`config.mk`:
```
export PLATFORM = sky130hd
export DESIGN_NAME = riscv_hwloop_ctrl
export DESIGN_NICKNAME = d
export VERILOG_FILES = /design/src/rtl/riscv_hwloop_pkg.sv /design/src/rtl/riscv_hwloop_match.sv /design/src/rtl/riscv_hwloop_ctrl.sv
export SDC_FILE = /design/constraint.sdc
export NUM_CORES = 1
export LEC_CHECK = 0
export BUFFER_PORTS_ARGS = -buffer_cell sky130_fd_sc_hd__buf_4
export CAP_MARGIN = 25
export CORE_AREA = 2 2 102 104
export CTS_CLUSTER_DIAMETER = 200
export DETAILED_ROUTE_END_ITERATION = 10
export DIE_AREA = 0 0 104 106
export PLACE_DENSITY_LB_ADDON = 0.05
export SETUP_SLACK_MARGIN = 0.1
export SYNTH_ARGS = -nofsm -noshare
export SYNTH_HDL_FRONTEND = slang
export SYNTH_SLANG_ARGS = --single-unit
```
`constraint.sdc`:
```
create_clock -name clk -period 4.3 [get_ports clk]
set_input_delay 0 -clock clk [delete_from_list [all_inputs] [get_ports clk]]
set_output_delay 0 -clock clk [all_outputs]
set_load 0.01 [all_outputs]
```
`src/rtl/riscv_hwloop_pkg.sv`:
```
// Shared definitions for the hardware-loop controller: default loop count
// and the controller FSM state encoding.
package riscv_hwloop_pkg;

  localparam int N_HWLP_DEFAULT = 2;

  // IDLE: evaluating loop-end matches; REQ: jump to loop start pending in IF.
  typedef enum logic [0:0] {
    IDLE = 1'b0,
    REQ  = 1'b1
  } hwlp_state_e;

endpackage

```
`src/rtl/riscv_hwloop_match.sv`:
```
// Per-loop end-address comparators with lowest-index priority select.
// Produces a one-hot match vector, the winning loop's start address and
// whether the winning loop still has more than one iteration left.
module riscv_hwloop_match
  import riscv_hwloop_pkg::*;
#(
  parameter int N_HWLP = N_HWLP_DEFAULT
) (
  input  logic                 instr_valid_i,
  input  logic [31:0]          current_pc_i,
  input  logic [N_HWLP*32-1:0] hwlp_start_addr_i,
  input  logic [N_HWLP*32-1:0] hwlp_end_addr_i,
  input  logic [N_HWLP*32-1:0] hwlp_counter_i,
  output logic [N_HWLP-1:0]    match_onehot_o,
  output logic [31:0]          sel_start_o,
  output logic                 sel_more_iter_o
);

  // Compare every loop, then keep only the lowest-index hit so the innermost
  // loop owns a shared end address.
  always_comb begin
    logic found;
    logic [31:0] cnt;
    found           = 1'b0;
    cnt             = 32'h0;
    match_onehot_o  = '0;
    sel_start_o     = 32'h0;
    sel_more_iter_o = 1'b0;
    for (int i = 0; i < N_HWLP; i++) begin
      cnt = hwlp_counter_i[i*32 +: 32];
      if (!found && instr_valid_i &&
          (current_pc_i == hwlp_end_addr_i[i*32 +: 32]) &&
          (cnt != 32'h0)) begin
        found             = 1'b1;
        match_onehot_o[i] = 1'b1;
        sel_start_o       = hwlp_start_addr_i[i*32 +: 32];
        sel_more_iter_o   = (cnt > 32'd1);
      end
    end
  end

endmodule

```
`src/rtl/riscv_hwloop_ctrl.sv`:
```
// Hardware-loop controller: on a loop-end hit in ID it strobes the counter
// decrement in the same cycle and, unless this was the last iteration,
// requests a jump back to the loop start while stalling ID until IF accepts.
// Handshake: hwlp_jump_o acts as valid and fetch_ready_i as ready; the
// request (and hwlp_target_o) is held stable until a cycle where both are
// high, or until flush_i kills it.
module riscv_hwloop_ctrl
  import riscv_hwloop_pkg::*;
#(
  parameter int N_HWLP = N_HWLP_DEFAULT
) (
  input  logic                 clk,
  input  logic                 rst_n,
  input  logic [31:0]          current_pc_i,
  input  logic                 instr_valid_i,
  input  logic [N_HWLP*32-1:0] hwlp_start_addr_i,
  input  logic [N_HWLP*32-1:0] hwlp_end_addr_i,
  input  logic [N_HWLP*32-1:0] hwlp_counter_i,
  input  logic                 fetch_ready_i,
  input  logic                 flush_i,
  output logic [N_HWLP-1:0]    hwlp_dec_cnt_o,
  output logic                 hwlp_jump_o,
  output logic [31:0]          hwlp_target_o,
  output logic                 stall_o
);

  hwlp_state_e        state_q, state_d;
  logic [31:0]        target_q, target_d;
  logic [N_HWLP-1:0]  match_onehot;
  logic [31:0]        sel_start;
  logic               sel_more_iter;

  riscv_hwloop_match #(.N_HWLP(N_HWLP)) u_match (
    .instr_valid_i     (instr_valid_i),
    .current_pc_i      (current_pc_i),
    .hwlp_start_addr_i (hwlp_start_addr_i),
    .hwlp_end_addr_i   (hwlp_end_addr_i),
    .hwlp_counter_i    (hwlp_counter_i),
    .match_onehot_o    (match_onehot),
    .sel_start_o       (sel_start),
    .sel_more_iter_o   (sel_more_iter)
  );

  // Next-state, target capture and zero-latency decrement strobe.
  always_comb begin
    state_d        = state_q;
    target_d       = target_q;
    hwlp_dec_cnt_o = '0;
    case (state_q)
      IDLE: begin
        // A flush kills the instruction in ID, so its loop hit is ignored.
        if (!flush_i && (match_onehot != '0)) begin
          hwlp_dec_cnt_o = match_onehot;
          if (sel_more_iter) begin
            state_d  = REQ;
            target_d = sel_start;
          end
        end
      end
      REQ: begin
        if (flush_i || fetch_ready_i) state_d = IDLE;
      end
      default: state_d = IDLE;
    endcase
  end

  // State and target registers; reset drops any pending jump at once.
  always_ff @(posedge clk or negedge rst_n) begin
    if (!rst_n) begin
      state_q  <= IDLE;
      target_q <= 32'h0;
    end else begin
      state_q  <= state_d;
      target_q <= target_d;
    end
  end

  assign hwlp_jump_o   = (state_q == REQ);
  assign stall_o       = (state_q == REQ);
  assign hwlp_target_o = target_q;

endmodule

```
Yosys cells after proc, flatten, opt, wreduce, memory -nomap -nowiden

Index checks and enable logic that the tools add are counted.

Order comparisons: 2
Equality and inequality tests: 2
Mux-type cells: 12
Bitwise operators: 1
Reduce and logical (&&, ||, !) cells: 13

Operators by type and width:

| cell                                                                             | count |
|---|---|
| 32-bit == test                                                                   | 2 |
| 32-bit by 1-bit greater-than comparator with 1-bit output, second input constant | 2 |
| 32-bit two-way mux                                                               | 2 |
| 32-bit nonzero test                                                              | 2 |
| 1-bit two-way mux                                                                | 7 |
| 1-bit logical AND                                                                | 6 |
| 2-bit two-way mux                                                                | 2 |
| 3-bit AND reduction                                                              | 1 |
| 1-bit zero test                                                                  | 2 |
| 1-bit one-hot mux with 2 select lines                                            | 1 |
| 2-bit nonzero test                                                               | 1 |
| 1-bit logical OR                                                                 | 1 |
| 1-bit NOT                                                                        | 1 |

Register bits: 33
Output and inout port bits: 36
Word-level logic and storage cells: 32

Depth between registers and ports, before layout

Depth in word-level cells: 13
Gate-level depth with buffers: 8

By module

A second synthesis with hierarchy kept.

Cell total of the unflattened synthesis: 377
Area, all modules: 3286.9 µm²

By module, submodules not included:

| module             | instances | cells an instance | area an instance (µm²) | seq. area each (µm²) |
|---|---|---|---|---|
| riscv_hwloop_match | 1         | 302               | 2011.9                 | 0.0 |
| riscv_hwloop_ctrl  | 1         | 75                | 1275.0                 | 825.8 |

Least setup slack after synthesis

No wires, ideal clock.

Kind: input to register
From: input port hwlp_end_addr_i[41]
To: register target_q[0] (netlist: hwlp_target_o[0])
Setup time: 0.125 ns
Data arrival time: 2.012 ns
Setup slack: 2.163 ns
Stages on the path: 7
Path buffers: 1
Path through: xor2_1 nor4_2 nand3_1 or4_4 mux2i_4 buf_12 mux2_4

Longest elaborated chain between the ends: 7

Ends and longest elaborated chain:

| what                          | line                     | text |
|---|---|---|
| start: declaration            | riscv_hwloop_ctrl.sv:17  | `input logic [N_HWLP*32-1:0] hwlp_end_addr_i,` |
| 32-bit == test (*)            | riscv_hwloop_match.sv:32 | `(current_pc_i == hwlp_end_addr_i[i*32 +: 32]) &&` |
| 1-bit logical AND (*)         | riscv_hwloop_match.sv:31 | `if (!found && instr_valid_i &&` |
| 1-bit logical AND (*)         | riscv_hwloop_match.sv:32 |  |
| 1-bit two-way mux             | riscv_hwloop_match.sv:31 |  |
| 2-bit nonzero test            | riscv_hwloop_ctrl.sv:52  | `if (!flush_i && (match_onehot != '0)) begin` |
| 1-bit logical AND             | riscv_hwloop_ctrl.sv:52  |  |
| 3-bit AND reduction (no line) | -                        |  |
| end signal: assignment        | riscv_hwloop_ctrl.sv:74  | `target_q <= target_d;` |
| end: declaration              | riscv_hwloop_ctrl.sv:28  | `logic [31:0] target_q, target_d;` |

Mark *: on every way between the ends. The rest lies on a longest branch, timed or not.
A chain may end at the register's enable or synchronous reset.

Worst setup path in the final report

From: input port current_pc_i[11]
To: register target_q[18] (netlist: hwlp_target_o[18])

Longest elaborated chain between the ends: 12

Ends and longest elaborated chain:

| what                            | line                     | text |
|---|---|---|
| start: declaration              | riscv_hwloop_ctrl.sv:14  | `input logic [31:0] current_pc_i,` |
| 32-bit == test                  | riscv_hwloop_match.sv:32 |  |
| 1-bit logical AND               | riscv_hwloop_match.sv:31 |  |
| 1-bit logical AND               | riscv_hwloop_match.sv:32 |  |
| 1-bit two-way mux               | riscv_hwloop_match.sv:31 |  |
| 1-bit zero test                 | riscv_hwloop_match.sv:31 |  |
| 1-bit logical AND (2 in series) | riscv_hwloop_match.sv:31 |  |
| 1-bit logical AND               | riscv_hwloop_match.sv:32 |  |
| 1-bit two-way mux               | riscv_hwloop_match.sv:31 |  |
| 2-bit nonzero test              | riscv_hwloop_ctrl.sv:52  |  |
| 1-bit logical AND               | riscv_hwloop_ctrl.sv:52  |  |
| 3-bit AND reduction (no line)   | -                        |  |

Parallel ways exist; a longest one is shown, timed or not.

==> results.py <==
metrics = {
    "timing": {
        "setup_viol": 0,
        "fin_crit_ns": 2.81,
        "finalSetupTns_ns": 0,
        "timing.hold.ws_ns": 0.0227,
        "finalClockSkew_ns": 0.00296,
        "timing.final.crit_share_pct": 65.4,
        "worst_pin_slew_ns": 0.569,
        "max_freq_mhz": 356,
        "slew_violations": 0,
        "slew_headroom_pct": 61.3,
        "finalHoldViolations": 0,
        "rsz0062_at_grt": "false",
    },
    "global_route": {
        "overflow": 0,
        "grtUsageTotal_pct": 25.1,
        "grt_pass1_vias": 3815,
        "grt_max_degree": 34,
        "grt_pass1_wl_um": 22000,
        "antenna_found_initial": 0,
    },
    "cts": {
        "clk_pin_slew_worst_paths_ns": 0.07,
        "numCtsBuffers": 5,
        "clockRootBuffer": "clkbuf_8",
        "clk_latency_ns": 0.28,
        "max-clock-path-buffers": 2,
        "cts_setup_buffers": 0,
        "cts.sinks": 33,
        "cts_resized": 0,
        "htree_levels": 2,
        "cts_tree": "yes",
    },
    "synthesis": {
        "synth_edf_count": 0,
        "syn_area_per_cell_um2": 10.0,
        "synthArstFlopShare_pct": 100,
        "synth_fa_ha_area_share_pct": 0,
        "yosysSeqAreaShare_pct": 24.9,
        "yosysWarnings": 0,
        "synth_top_family_by_area": "simple AND/OR/NAND/NOR gates",
        "syn-cell-area_um2": 3310,
        "syn_inst": 331,
        "synth_xor_area_share_pct": 16.9,
        "synth_cell_type_count": 30,
        "synthMuxAreaShare_pct": 25.7,
        "synthSimpleGateAreaFrac_pct": 26.9,
        "ys.flop_type": "dfrtp_1",
        "syn_nets": 560,
        "synth-compound-area-share_pct": 0.604,
        "ys_ff_latch": 33,
    },
    "worst_setup_path": {
        "worstSetupPathType": "input pin to flip-flop",
        "cpPeakStageDelay_ns": 0.62,
        "cp_cell_sequence": "buf_4 -> xor2_1 -> nor4_1 -> nand4_1 -> or4_2 -> buf_4 -> mux2i_4 -> buf_12 -> mux2_2",
        "cp.arrival_ns": 2.98,
        "cp_top_family": "simple AND/OR/NAND/NOR gates",
        "cp-start-kind": "input pin",
        "path_buf_inv": 3,
        "crit_path_max_fanout": 33,
        "cp_common_cell": "buf_4",
        "required_ns": 4.47,
        "critical-path-slowest-cell": "or4_2",
        "end_kind": "flip-flop",
    },
    "floorplanning": {
        "die_w_um": 104,
        "die_h_um": 106,
        "num_rows": 37,
        "start_util_pct": 33.1,
        "core_um2": 10000,
        "die-area_um2": 11000,
        "io_pins": 265,
    },
    "cells_and_area": {
        "multi_input_area_um2": 2350,
        "drive_above_1_share_pct": 60.2,
        "fillers": 925,
        "antenna_cells_inserted": 0,
        "nNetsFinal": 814,
        "final_util_pct": 55.3,
        "area_growth_pct": 67.1,
        "seq_area_um2": 826,
    },
    "power_and_ir_drop": {
        "leakage_nw": 2.60,
        "vdd_drop_max_v": 0.0000817,
        "powerDensity_nw_per_um2": 167,
    },
    "status": {
        "status": "complete, no violations",
    },
    "drt": {
        "post_drt_wl_per_cell_um": 19.7,
        "drtIter0Drc": 202,
        "vias_per_cell": 5.25,
        "antenna_left": 0,
        "drcViolationCount": 0,
        "wl_um": 14300,
        "route.vias.total": 3794,
        "dr.pass1.iters": 4,
    },
    "placement": {
        "routabilityCongestion": 0.892,
        "port_buffers": 264,
        "dp.final_hpwl_um": 11200,
    },
    "min_path": {
        "hold_path.class": "input pin to flip-flop",
    },
    "job": {
        "max_cap_violations": 0,
    },
}
metal layers:
metal | wire length (um) | GRT usage (%) | share of wire, %
met1 | 6160 | 33.4 | 43
met2 | 6860 | 42.4 | 48
met3 | 1060 | 5.21 | 7.4
met4 | 186 | 5.02 | 1.3
met5 | 0 | 0 | 0
state kept, by name, indices dropped and copies added, names as in the netlist:
register / cells
hwlp_jump_o: 1
hwlp_target_o: 32
worst paths after layout:
| check | from | endpoint | slack [ns] | cells after the start |
|---|---|---|---|---|
| min in group asynchronous | rst_n | hwlp_target_o[26]$_DFFE_PN0P_ | 0.20 | 2 |
| hold reg to reg | hwlp_target_o[18]$_DFFE_PN0P_ | hwlp_target_o[18]$_DFFE_PN0P_ | 0.52 | 1 |
| max in group asynchronous | rst_n | hwlp_target_o[9]$_DFFE_PN0P_ | 3.77 | 2 |
| setup / recovery | current_pc_i[11] | hwlp_target_o[18]$_DFFE_PN0P_ | 1.49 | 9 |
| hold / removal | fetch_ready_i | hwlp_jump_o$_DFF_PN0_ | 0.02 | 3 |
| setup reg to reg | hwlp_jump_o$_DFF_PN0_ | hwlp_target_o[18]$_DFFE_PN0P_ | 1.87 | 6 |
kinds of logic (layout without fill, tap and decap cells):
family	Yosys count	count (layout)
buf+inv	27	282
flops	33	33
xor+xnor	64	64
mux	65	65
simple gates	139	139
compound gates	3	3
per-stage QoR:
stage | power, mW | cells | setup WS, ns | instance area (um^2)
finish | 0.922 | 722 | 1.49 | 5530
global route | 0.964 | 722 | 1.41 | 5530
CTS | 0.931 | 722 | 1.50 | 5530
detailed placement | 0.620 | 713 | 1.20 | 5410
global placement | 0.621 | 713 | 1.25 | 5410
floorplan | 0.402 | 331 | 2.16 | 3310
synth_stat cells (2+ instances only):
cell type   n  area [um^2]
nor4_1     68          425
xor2_1     60          526
nand4_1    40          250
mux2_2     35          394
dfrtp_1    33          826
mux2_4     29          435
clkbuf_1   18         67.6
nor3_1      7         35.0
nor2_1      5         18.8
nand4b_1    4         35.0
xnor2_1     4         35.0
buf_12      3         60.1
buf_2       3         15.0
nand3_1     3         15.0
nor4_2      3         37.5
buf_4       2         15.0
tightest hold or removal path: cells and delay by family:
family / cells / cell delay [ns]
AND/OR/NAND/NOR: 1 / 0.03
buffers and inverters: 1 / 0.07
AO/OA/AOI/OAI: 1 / 0.16
layout make-up:
type	count	share of cell area, %
multi-input combinational	271	42.5
clock inverter	1	0.543
inverter	1	0.0678
sequential	33	14.9
clock buffer	7	1.56
tap	136	3.07
timing repair buffer	273	37.3
where the power goes:
part | internal (mW) | switching [mW]
sequential | 0.310 | 0.0000000000112
combinational | 0.173 | 0.136
clock | 0.189 | 0.114
cell usage in the layout, fill, tap and decap left out:
master | netlist | final
a21o_1 | 1 | 1
o31ai_1 | 1 | 1
or4b_2 | 1 | 1
xnor2_1 | 4 | 4
o21ai_0 | 1 | 1
nor4_4 | 0 | 2
mux2_4 | 29 | 29
buf_12 | 3 | 1
mux2_2 | 35 | 35
nor4b_2 | 1 | 1
clkbuf_8 | 0 | 6
or3_1 | 1 | 1
bufinv_16 | 0 | 1
or4_4 | 1 | 1
dlygate4sd3_1 | 0 | 1
buf_4 | 2 | 271
nor4_2 | 3 | 1
nor3_1 | 7 | 5
and3_1 | 1 | 1
dfrtp_1 | 33 | 33
clkbuf_1 | 18 | 1
nor4_1 | 68 | 68
nand3b_1 | 1 | 1
xor2_1 | 60 | 60
nor3b_1 | 1 | 1
or4_2 | 0 | 1
nand4_1 | 40 | 40
nor3_2 | 0 | 2
nand3_1 | 3 | 3
nand2_1 | 1 | 1
nor2_1 | 5 | 5
mux2i_4 | 1 | 1
nand4b_1 | 4 | 4
inv_1 | 1 | 1
repair_timing:
| item | in CTS | in global routing |
|---|---|---|
| endpoints found under the setup margin | 0 | 0 |
| hold endpoints to repair | 33 | 0 |
| hold buffers | 1 | 0 |
No activity file was read; power rests on OpenSTA's default activity.
